## config.mk

```make
export PLATFORM = sky130hd
export DESIGN_NAME = cp0_exc_unit
export DESIGN_NICKNAME = d
export VERILOG_FILES = /design/src/rtl/cp0_exc_unit.sv
export SDC_FILE = /design/constraint.sdc
export NUM_CORES = 1
export LEC_CHECK = 0
export ABC_CLOCK_PERIOD_IN_PS = 3900
export CAP_MARGIN = 0
export CORE_UTILIZATION = 40
export CTS_CLUSTER_DIAMETER = 100
export DETAILED_ROUTE_END_ITERATION = 8
export PLACE_DENSITY_LB_ADDON = 0.2
export SLEW_MARGIN = 20
export SYNTH_ARGS = -nofsm -noshare
export SYNTH_HDL_FRONTEND = slang
export SYNTH_SLANG_ARGS = --single-unit
```

## constraint.sdc

```tcl
create_clock -name clk -period 3.9 [get_ports clk]
set_input_delay 0.975 -clock clk [delete_from_list [all_inputs] [get_ports clk]]
set_output_delay 0.975 -clock clk [all_outputs]
set_load 0.01 [all_outputs]
```

## src/rtl/cp0_exc_unit.sv

```systemverilog
// rtl/cp0_exc_unit.sv - CP0 exception unit: Status/Cause/EPC/Count/Compare, interrupts, mfc0/mtc0
module cp0_exc_unit #(
  parameter int          NUM_HWINT    = 6,
  parameter logic [31:0] HANDLER_ADDR = 32'h0000_01a0,
  parameter int          COUNT_DIV    = 2,
  parameter logic [31:0] PRID         = 32'h0001_8000
) (
  input  logic                 clk,
  input  logic                 rst,
  input  logic [31:0]          PC,
  input  logic                 is_bd,
  input  logic                 exc_req,
  input  logic [4:0]           exc_code,
  input  logic                 eret,
  input  logic                 we,
  input  logic [4:0]           addr,
  input  logic [31:0]          wdata,
  output logic [31:0]          rdata,
  input  logic [NUM_HWINT-1:0] hw_int,
  output logic                 int_req,
  output logic                 exc_enter,
  output logic [31:0]          EPC,
  output logic [31:0]          handler_PC,
  output logic                 exl
);

  localparam int PW = (COUNT_DIV > 1) ? $clog2(COUNT_DIV) : 1;
  localparam logic [PW-1:0] PRESC_MAX = PW'(COUNT_DIV - 1);

  logic [31:0]          count, compare, epc_r;
  logic [7:0]           im;
  logic                 ie, exl_r, bd, ti, cnt_hit;
  logic [1:0]           ip_sw;
  logic [NUM_HWINT-1:0] ip_hw;
  logic [4:0]           code;
  logic [PW-1:0]        presc;
  logic [7:0]           ip;
  logic [31:0]          count_inc;
  logic                 tick, wr_ok;
  logic                 unused_wdata;

  // TI shares IP[15] with the top hardware line when all six are present
  assign ip        = {ti, 7'b0} | {6'b0, ip_sw} | (8'(ip_hw) << 2);
  assign int_req   = ie & ~exl_r & (|(ip & im));
  assign exc_enter = exc_req | int_req;
  assign wr_ok     = we & ~exc_enter & ~eret;
  assign tick      = (presc == PRESC_MAX);
  assign count_inc = count + 32'd1;

  assign EPC        = epc_r;
  assign exl        = exl_r;
  assign handler_PC = HANDLER_ADDR;
  assign unused_wdata = ^{wdata[31:16], wdata[7:2]};

  always_comb begin
    rdata = 32'd0;
    case (addr)
      5'd9:    rdata = count;
      5'd11:   rdata = compare;
      5'd12:   rdata = {16'b0, im, 6'b0, exl_r, ie};
      5'd13:   rdata = {bd, ti, 14'b0, ip, 1'b0, code, 2'b0};
      5'd14:   rdata = epc_r;
      5'd15:   rdata = PRID;
      default: rdata = 32'd0;
    endcase
  end

  always_ff @(posedge clk) begin
    if (rst) begin
      count   <= '0;
      compare <= '0;
      epc_r   <= '0;
      im      <= '0;
      ie      <= 1'b0;
      exl_r   <= 1'b0;
      bd      <= 1'b0;
      ti      <= 1'b0;
      cnt_hit <= 1'b0;
      ip_sw   <= '0;
      ip_hw   <= '0;
      code    <= '0;
      presc   <= '0;
    end else begin
      ip_hw <= hw_int;

      // A Count write restarts the prescaler and suppresses that edge's increment
      if (wr_ok && addr == 5'd9) begin
        count   <= wdata;
        presc   <= '0;
        cnt_hit <= 1'b0;
      end else if (tick) begin
        count   <= count_inc;
        presc   <= '0;
        cnt_hit <= (count_inc == compare);
      end else begin
        presc   <= presc + PW'(1);
        cnt_hit <= 1'b0;
      end

      if (wr_ok && addr == 5'd11) begin
        compare <= wdata;
        ti      <= 1'b0;
      end else if (cnt_hit) begin
        ti <= 1'b1;
      end

      if (exc_enter) begin
        exl_r <= 1'b1;
        code  <= exc_req ? exc_code : 5'd0;
        if (!exl_r) begin
          epc_r <= is_bd ? PC - 32'd4 : PC;
          bd    <= is_bd;
        end
      end else if (eret) begin
        exl_r <= 1'b0;
      end else if (we) begin
        case (addr)
          5'd12: begin
            im    <= wdata[15:8];
            exl_r <= wdata[1];
            ie    <= wdata[0];
          end
          5'd13:   ip_sw <= wdata[9:8];
          5'd14:   epc_r <= wdata;
          default: ;
        endcase
      end
    end
  end

endmodule

```

Word-level counts from Yosys, hierarchy flattened:

Index checks and enable logic that the tools add are counted.

* add/subtract/negate cells: 3
* eq/ne operators: 9
* mux-type cells: 14
* bitwise logic cells: 12
* reductions and logical operators: 16

Operators with widths (count)
* two-way mux 32 bit: 8
* one-hot mux 32 bit (6 select lines): 1
* adder 32 x 1 -> 32 bit (second input constant): 1
* == test 32 bit: 1
* subtractor 32 x 3 -> 32 bit (second input constant): 1
* == test 5 x 4 -> 1 bit (second input constant): 6
* AND reduction 4 bit: 3
* bitwise AND 8 bit: 1
* OR 8 x 2 -> 8 bit: 1
* OR 8 bit: 1
* OR reduction 8 bit: 1
* nonzero test 2 bit: 3
* nonzero test 3 bit: 2
* OR reduction 3 bit: 2
* two-way mux 5 bit: 1
* bitwise AND 1 bit: 4
* two-way mux 1 bit: 4
* NOT 1 bit: 4
* AND reduction 2 bit: 2
* logical AND 1 bit: 2
* inequality test 2 x 1 -> 1 bit (second input constant): 1
* inequality test 2 bit (second input constant): 1
* OR reduction 2 bit: 1
* adder 1 bit (second input constant): 1
* OR 1 bit: 1

* register bits: 123
* input port bits: 86
* output and inout bits: 99
* logic and storage cells: 67

Logic depth before layout (Yosys ltp):

Gate-level depths: netlist of the first run.

* word-level depth: 11
* mapped depth: 9
* gate-level depth less buffers: 9

Worst setup path after synthesis of the first run:

OpenSTA, ideal clock, no wires.

* path kind: in2out
* from: input port addr[1]
* to: output port rdata[11]
* arrival time: 2412 ps
* data required time: 2925 ps
* setup slack: 513 ps
* stages on the path: 5
* buffers on the path: 3
* cells stage by stage: buf_2 -> buf_1 -> buf_1 -> mux2i_1 -> o22ai_1

* word-level cells in the longest chain between the ends: 2
* elaborated cells on any way between the ends: 7
* those cells by class: eq/ne (6); mux (1)

RTL lines
* from (decl): line 16 `input logic [4:0] addr,`
* == test 5 x 4 -> 1 bit: line 57 `case (addr)`
* one-hot mux 32 bit (6 select lines) (*): line 57
* to (decl): line 18 `output logic [31:0] rdata,`

Mark *: on every way between the ends. The rest lies on a longest branch, timed or not.

Worst setup path after layout of the first run:

* from: input port addr[4]
* to: output port rdata[15]

The elaborated chain is that of the path after synthesis.

==> flow_summary_export.csv, run 1 <==
group,metric,value,unit
placed_design,hpwlAfterDp,20.3,mm
yosys,avgSynthCellArea,7.91,sq um
route,dr.pass1.iters,5,
yosys,ys_types,63,
floorplan,dieArea,0.0205,sq mm
sta,max_freq,260,MHz
worst_setup_path,crit_type,"in2out",
yosys,yosys_warnings,0,
route,post-route-drc-count,0,
grt,grt_pass1_vias,7243,
sta,max_slew_margin,50.4,%
clocking,numClockSinks,123,
floorplan,row_count,51,
worst_setup_path,startpoint_type,"primary input",
worst_setup_path,cp.arrival,2870,ps
sta,finalWorstPathRequiredPeriod,3850,ps
power,power_density,319,mW/mm^2
route,ant_nets,0,
sta,skew,6.99,ps
clocking,cts_tree,"done",
route,first_iter_violations,727,
grt,grt-ovfl-total,0,
sta,setup_viol,0,
layout,antennaDiodeCount,0,
placed_design,place.gp.congestion,0.903,
yosys,synth_area,0.00799,sq mm
route,wl_per_cell,19.2,um
yosys,async_flop_share,0,%
clocking,ctsHoldBuffers,0,
layout,stdcell_count,1421,
floorplan,fp.coreArea,0.0195,sq mm
worst_hold_path,hp-class,"reg2reg",
clocking,cts_buffers,17,
yosys,ys_seq_area_share,30.8,%
floorplan,die_w,143,um
power,leakage,0.00383,uW
worst_hold_path,min_delay_path_depth,2,
yosys,ys_ff_latch,123,
route,via_per_inst,5.55,
clocking,cts_root_buf,"clkbuf_16",
floorplan,initial_core_util,40.9,%
route,dr_total_vias,7893,
worst_hold_path,min_from,"ip_sw[1]",
clocking,clk_latency,430,ps
route,wirelength,27.3,mm
sta,finalHoldViolations,0,
worst_hold_path,hold_end,"ip_sw[1]",
yosys,synthTopCellsByArea,"dfxtp_1, mux2i_1, nor2_1",
sta,rsz0062_at_grt,"false",
grt,grt_max_degree,69,
yosys,synth_top_area_share,30.8,%
worst_setup_path,crit_path_max_fanout,19,
yosys,yosys.area.top_type,"dfxtp_1",
flow_run,drv_cap,0,
yosys,synth-edff-count,0,
worst_setup_path,reg2reg_to,"cnt_hit",
worst_setup_path,critical_path_required,2920,ps
placed_design,port_buffers,152,
layout,drive_above_1_share,9.08,%
floorplan,num_io_pins,185,
power,worst_ir_drop_vdd,0.317,mV
clocking,h-tree-depth,4,
yosys,netlist_instances,1010,
clocking,clk_pin_slew,60,ps
sta,period_share,98.6,%
sta,worst_pin_slew,738,ps
worst_setup_path,r2r_cells,7,
clocking,cts.path.max_buffers,2,
worst_setup_path,r2r_start,"count[20]",
sta,drv_slew,0,
layout,area_delta_synth_final,29.7,%
grt,grt_antenna_before_repair,1,
yosys,synth_ff_type,"dfxtp_1",
grt,grt_pass1_wl,41.6,mm
sta,setup_tns,0,ps
placed_design,placed_cells,1384,
worst_setup_path,crit_path_end_kind,"primary output",
floorplan,die_y,143,um
worst_setup_path,reg2reg_slack,980,ps
layout,final_nets,1231,
status,run_status,"complete, no violations",
grt,grt_usage,27.0,%
-- worst max path at each step --
stage / from / to / cells after the start
2_1_floorplan: addr[1] / rdata[11] / 5
3_3_place_gp: addr[0] / rdata[29] / 7
3_5_place_dp: addr[0] / rdata[29] / 7
4_1_cts: addr[4] / rdata[18] / 7
5_1_grt: addr[4] / rdata[30] / 7
6_report: addr[4] / rdata[15] / 6
-- cell families (layout without fill, tap and decap cells) --
family | after synthesis | in the layout | synth area share (%)
other | 2 | 32 | 0.0940
multiplexers | 71 | 71 | 8.92
buffers and inverters | 123 | 239 | 7.69
flip-flops | 123 | 123 | 30.8
adder cells (fa/ha/maj) | 2 | 2 | 0.313
XOR/XNOR | 99 | 99 | 10.9
AO/OA/AOI/OAI | 186 | 186 | 16.5
AND/OR/NAND/NOR | 404 | 404 | 24.8
-- Yosys cell counts, types with 2 or more instances --
cell type / n
nor2_1: 157
inv_1: 10
mux2i_1: 69
a211oi_1: 35
xor2_1: 36
mux2_2: 2
nor3_2: 3
o21ai_0: 10
dfxtp_1: 123
nor4_1: 14
buf_2: 25
nand3_1: 30
a211o_1: 9
nand4_1: 17
or3_1: 6
nand3b_1: 5
and3_1: 8
and4_1: 6
nor4b_2: 2
o211ai_1: 15
a22o_1: 29
and3b_1: 2
o22ai_1: 10
and2_1: 4
nor3_1: 30
a311oi_1: 3
buf_4: 32
or2_2: 2
nor4_2: 3
xnor2_1: 63
conb_1: 2
or3_4: 2
nand2_1: 83
a2111oi_0: 2
a21oi_1: 51
nand2b_1: 3
buf_1: 10
or4_1: 4
clkbuf_1: 45
nor3b_1: 2
a22oi_1: 3
o31ai_1: 3
nor2b_1: 13
a221o_1: 7
ha_1: 2
-- cell type report --
type                       instances  area, sq um
clock buffer                      17          425
tap                              265          332
sequential                       123         2460
clock inverter                    15          140
inverter                          10         37.5
timing repair buffer             197         1910
multi-input combinational        794         5060
fill                            1870         9160
-- timing repair --
item                                    4_1_cts  5_1_grt
resized for setup                            12       14
endpoints found under the setup margin       24       18
pin swaps                                     0        1
buffers inserted                              0        3
cloned                                        1        1
-- metrics by stage --
stage / total power [uW] / worst slack, ps / hold WS, ps / instance area [sq um] / util (%)
after floorplan: 1560 / 513 / 440 / 8100 / -
after global placement: 1780 / -91.2 / 462 / 9710 / 49.8
after detailed placement: 1780 / -113 / 469 / 9710 / 49.8
after CTS: 3300 / 2.31 / 477 / 10300 / 52.7
after global routing: 3400 / 1.38 / 495 / 10400 / 53.1
final: 3300 / 54.0 / 478 / 10400 / 53.1
-- flip-flops by register name, summed over array words and instances, names as in the netlist --
register and count:
compare 32, ti 1, presc 1, ie 1, im 8, code 5
cnt_hit 1, EPC 32, ip_sw 2, exl 1, ip_hw 6, count 32
bd 1
-- metal layers --
metal | up-vias | routed length, um | share of wire [%] | GRT usage [%]
met5 | - | 8 | 0.029 | 0
met2 | 331 | 12100 | 44 | 40.6
li1 | 3795 | - | - | -
met3 | 43 | 2070 | 7.6 | 5.26
met4 | 2 | 595 | 2.2 | 9.46
met1 | 3722 | 12600 | 46 | 38.2
-- cell usage in the layout, fill, tap and decap left out, types with 13 or more instances in the layout --
master	instances
xor2_1	36
clkdlybuf4s50_1	134
nor4_1	14
nor3_1	30
nand4_1	17
conb_1	32
mux2i_1	68
buf_4	39
nand3_1	30
xnor2_1	63
a22o_1	29
nor2b_1	13
a211oi_1	35
o211ai_1	15
nor2_1	155
a21oi_1	51
dfxtp_1	123
clkbuf_16	17
nand2_1	83
-- worst max-delay path: stages --
cell and delay, ps:
clkdlybuf4s50_1 420, nand3b_1 210, or2_4 270, buf_6 180
o22ai_1 220, clkdlybuf4s50_1 590
-- power breakdown --
part | switching [uW] | total (uW) | internal (uW)
Sequential | 39.6 | 1330 | 1290
Clock | 658 | 1540 | 883
Combinational | 228 | 431 | 203
Total | 925 | 3300 | 2380
No activity file was read; power rests on OpenSTA's default activity.
==> run 2: changes to the inputs <==
DONT_BUFFER_PORTS = 1   (was default)
==> run 2 against run 1 <==
Utilization down 9.0 points. Flip-flop and latch count unchanged. Worst hold slack worse by 5.6 ps. Global-route usage down 1.5 points. Register-to-register slack better by 30 ps. Cell area down 17%. Power down 5.0%. Wire length down 5.4%. Clock-buffer cell count up 5. Via count down 9.4%. Clock skew up 1.3 ps. Critical path type unchanged. Largest power group unchanged.
==> flow_summary_export.csv, run 2 (synthesis gave the netlist of run 1 again) <==
group,metric,value,unit
status,run_status,"complete, no violations",
worst_hold_path,min_from,"im[4]",
clocking,numClockSinks,123,
floorplan,dieArea,0.0205,sq mm
sta,setup_tns,0,ps
sta,worst_pin_slew,770,ps
grt,grt.met2_usage,38.7,%
grt,grtUsageMet1,35.2,%
worst_setup_path,crit_type,"in2out",
clocking,clk_pin_slew,60,ps
power,p_int,2360,uW
power,clkPwrFrac,50.9,%
route,dr.pass1.iters,6,
layout,drive_above_1_share,7.27,%
layout,fillers,2002,
route,via_per_inst,5.76,
floorplan,initial_core_util,40.9,%
grt,grt_usage,25.5,%
placed_design,port_buffers,0,
route,wl_per_cell,20.8,um
sta,drv_slew,0,
clocking,ctsHoldBuffers,0,
clocking,cts-resized-gates,0,
worst_setup_path,slowest_stage,"or2_2",
clocking,h-tree-depth,4,
power,p_seq_share,42.7,%
floorplan,die_y,143,um
layout,final_util,44.1,%
layout,area.sequential,0.00246,sq mm
route,dr_total_vias,7151,
layout,final_area,0.00862,sq mm
layout,antennaDiodeCount,0,
placed_design,place.gp.congestion,0.932,
floorplan,fp.coreArea,0.0195,sq mm
worst_setup_path,crit_buf_inv,1,
clocking,cts_setup_buffers,0,
floorplan,row_count,51,
flow_run,drv_cap,0,
sta,finalHoldViolations,0,
sta,finalWorstPathRequiredPeriod,3300,ps
grt,grt_busiest_layer,"met2",
power,netSwitchingPower,772,uW
grt,grt-ovfl-total,0,
clocking,cts_tree,"done",
clocking,cts.path.max_buffers,2,
route,first_iter_violations,637,
route,wirelength,25.9,mm
worst_setup_path,startpoint_type,"primary input",
grt,grtUsageMet3,6.33,%
grt,grt_max_degree,124,
worst_hold_path,hp-class,"reg2reg",
route,post-route-drc-count,0,
worst_setup_path,cp_top_family,"simple AND/OR/NAND/NOR gates",
worst_setup_path,r2r_start,"count[0]",
clocking,clk_latency,430,ps
placed_design,hpwlAfterDp,19.1,mm
floorplan,die_w,143,um
route,ant_nets,0,
grt,grt_pass1_vias,6396,
sta,rsz0062_at_grt,"false",
worst_setup_path,crit_chain,"nand3b_1 > or2_2 > nor2_1 > buf_4 > a22o_1",
floorplan,num_io_pins,185,
sta,max_freq,303,MHz
clocking,cts_buffers,17,
grt,grt_antenna_before_repair,0,
layout,final_cell_mix,"nor2_1, dfxtp_1, nand2_1",
placed_design,dpl-instance-area,0.00803,sq mm
power,leakage,0.00294,uW
layout,final_common_cell,"nor2_1",
power,sw_frac_of_total,24.6,%
worst_setup_path,crit_path_max_fanout,20,
grt,grt_pass1_wl,39.0,mm
worst_setup_path,startpoint,"addr[4]",
worst_setup_path,slowest_delay,500,ps
clocking,cts_root_buf,"clkbuf_16",
power,power_density,364,mW/mm^2
layout,final_nets,1051,
power,worst_ir_drop_vdd,0.320,mV
sta,skew,8.32,ps
sta,setup_viol,0,
worst_setup_path,critical_path_required,2920,ps
worst_setup_path,cp.arrival,2320,ps
worst_setup_path,crit_path_end_kind,"primary output",
power,pwr-share-comb,6.4,%
layout,multi_input_comb_area,0.00504,sq mm
sta,max_slew_margin,48.1,%
sta,period_share,84.6,%
layout,area_delta_synth_final,7.83,%
run 2: metrics by stage:
stage               hold slack (ps)  setup slack (ps)  instances  total power, uW
floorplan                       440               513       1040             1560
global placement                458               591       1209             1560
detailed placement              463               530       1209             1570
CTS                             471               586       1241             3160
global route                    502               525       1241             3240
finish                          473               601       1241             3140
run 2: routing by layer:
| layer | share of wire (%) | vias to the layer above |
|---|---|---|
| met4 | 2.1 | 0 |
| li1 | - | 3432 |
| met5 | 0 | - |
| met1 | 45 | 3389 |
| met3 | 8.6 | 37 |
| met2 | 44 | 293 |
run 2: power groups by stage:
stage | Combinational, uW | Sequential, uW | Clock (uW)
2_1_floorplan | 217 | 1350 | 0
3_3_place_gp | 197 | 1370 | 0
3_5_place_dp | 199 | 1370 | 0
4_1_cts | 200 | 1340 | 1620
5_1_grt | 224 | 1340 | 1670
6_report | 201 | 1340 | 1600
run 2: worst min-delay path: cells and delay by family, from the launching register on:
family | cells | cell delay [ps]
AND/OR/NAND/NOR | 1 | 60
flip-flops | 1 | 320
AO/OA/AOI/OAI | 1 | 50
run 2: cell type report:
cell class	instances	share of cell area, %
Clock buffer	22	5.50
Sequential cell	123	28.6
Timing Repair Buffer	17	1.77
Clock inverter	10	1.34
Inverter	10	0.436
Tap cell	265	3.85
Multi-Input combinational cell	794	58.5
run 2: final timing paths:
kind | to | slack, ps | cells after the start
min reg2reg | im[4] | 470 | 2
max | rdata[7] | 600 | 5
max reg2reg | cnt_hit | 1010 | 7
min | im[4] | 470 | 2
==> run 3: changes to the inputs <==
ABC_CLOCK_PERIOD_IN_PS = 3280   (was 3900)
clock period = 3.28 ns   (was 3.9 ns; I/O delays follow)
==> run 3 against run 2 <==
Non-clock buffer count up 18. Critical endpoint is now rdata[3]. Clock power up 22%. Via count up 0.92%.
==> flow_summary_export.csv, run 3 (synthesis gave the netlist of run 1 again) <==
group,metric,value,unit
worst_hold_path,min_from,"rst",
route,first_iter_violations,787,
route,ant_nets,0,
route,dr_total_vias,7217,
worst_setup_path,cp.arrival,2000,ps
clocking,numClockSinks,123,
layout,final_cell_mix,"nor2_1, dfxtp_1, nand2_1",
clocking,cts_buffers,17,
layout,area_delta_synth_final,9.46,%
worst_hold_path,hold_end,"count[15]",
placed_design,hpwlAfterDp,19.4,mm
worst_setup_path,r2r_cells,7,
clocking,cts_setup_buffers,0,
floorplan,initial_core_util,40.9,%
worst_hold_path,hp-class,"in2reg",
clocking,ctsHoldBuffers,0,
sta,period_share,85.9,%
placed_design,port_buffers,0,
clocking,cts-resized-gates,0,
grt,grt_busiest_layer,"met2",
clocking,clk_latency,440,ps
layout,final_util,44.8,%
floorplan,row_count,51,
layout,stdcell_count,1259,
layout,final_nets,1069,
grt,grt_antenna_before_repair,0,
floorplan,die_w,143,um
route,wirelength,26.1,mm
sta,setup_tns,0,ps
sta,max_slew_margin,54.7,%
power,power_density,434,mW/mm^2
worst_setup_path,reg2reg_to,"cnt_hit",
grt,grt_pass1_vias,6625,
sta,fin_ws,461,ps
worst_setup_path,critical_path_required,2460,ps
worst_setup_path,r2r_start,"count[8]",
floorplan,fp.coreArea,0.0195,sq mm
sta,finalWorstPathRequiredPeriod,2820,ps
clocking,cts.path.max_buffers,2,
sta,skew,15.3,ps
placed_design,place.gp.congestion,0.929,
grt,grt.met2_usage,39.5,%
placed_design,dp_slack,396,ps
worst_setup_path,reg2reg_slack,530,ps
layout,final_common_cell,"nor2_1",
layout,final_area,0.00875,sq mm
sta,worst_pin_slew,674,ps
status,run_status,"complete, no violations",
sta,rsz0062_at_grt,"false",
grt,grt_usage,25.9,%
clocking,cts_root_buf,"clkbuf_16",
worst_setup_path,crit_path_max_fanout,16,
sta,max_freq,355,MHz
route,via_per_inst,5.73,
grt,grt_pass1_wl,39.8,mm
grt,grtUsageMet3,6.60,%
power,leakage,0.00304,uW
floorplan,num_io_pins,185,
clocking,h-tree-depth,4,
layout,antennaDiodeCount,0,
route,dr.pass1.iters,9,
route,post-route-drc-count,0,
sta,finalHoldViolations,0,
clocking,cts_tree,"done",
worst_setup_path,startpoint_type,"primary input",
sta,setup_viol,0,
power,worst_ir_drop_vdd,0.350,mV
worst_hold_path,min_delay_path_depth,1,
placed_design,dpl-instance-area,0.00814,sq mm
worst_setup_path,crit_path_end_kind,"primary output",
layout,drive_above_1_share,9.15,%
grt,grt-ovfl-total,0,
sta,drv_slew,0,
floorplan,die_y,143,um
placed_design,placed_cells,1227,
clocking,clk_pin_slew,60,ps
route,wl_per_cell,20.7,um
grt,grtUsageMet1,36.2,%
flow_run,drv_cap,0,
worst_setup_path,crit_type,"in2out",
floorplan,dieArea,0.0205,sq mm
grt,grt_max_degree,124,
-- run 3: changes by cell type in the layout (fill, tap and decap cells not counted) --
cell | previous run | this run
clkbuf_8 | 3 | 1
clkinvlp_4 | 3 | 1
clkinv_2 | 3 | 4
buf_12 | 2 | 0
clkinv_4 | 1 | 4
clkbuf_1 | 2 | 0
inv_6 | 1 | 2
bufinv_16 | 2 | 3
buf_4 | 15 | 35
-- run 3: worst max-delay path, cell delays in order --
cell and delay [ps]:
nand3b_1 190, or2_2 350, buf_4 220, nor2_1 190, a221o_1 220
-- run 3: cell type report --
type | count | area [sq um]
clock inverters | 14 | 170
fillers | 2073 | 10800
inverters | 10 | 37.5
clock buffers | 18 | 439
well taps | 265 | 332
multi-input cells | 794 | 5040
flip-flops and latches | 123 | 2460
repair buffers | 35 | 263
-- run 3: worst max-delay path by stage --
stage,depth (start not counted),slack (ps),from,to
6_report,5,460,addr[4],rdata[3]
5_1_grt,4,370,im[1],exc_enter
4_1_cts,5,460,addr[4],rdata[3]
3_5_place_dp,7,400,PC[12],EPC[26]
3_3_place_gp,7,400,PC[12],EPC[26]
2_1_floorplan,5,200,addr[1],rdata[11]
-- run 3: metrics by stage --
step | hold WS (ps) | power (uW)
floorplan | 440 | 1860
global placement | 454 | 1860
detailed placement | 457 | 1860
CTS | 466 | 3810
global route | 454 | 3910
finish | 460 | 3790
-- run 3: metal layers --
layer,vias to the layer above,routed length (um)
li1,3456,-
met3,22,2040
met2,288,11600
met5,-,0
met1,3451,12100
met4,0,331
-- run 3: power breakdown --
group / internal [uW] / switching [uW] / leakage [uW]
Sequential: 1530 / 58.8 / 0.000998
Clock: 1220 / 743 / 0.000300
Combinational: 101 / 141 / 0.00174
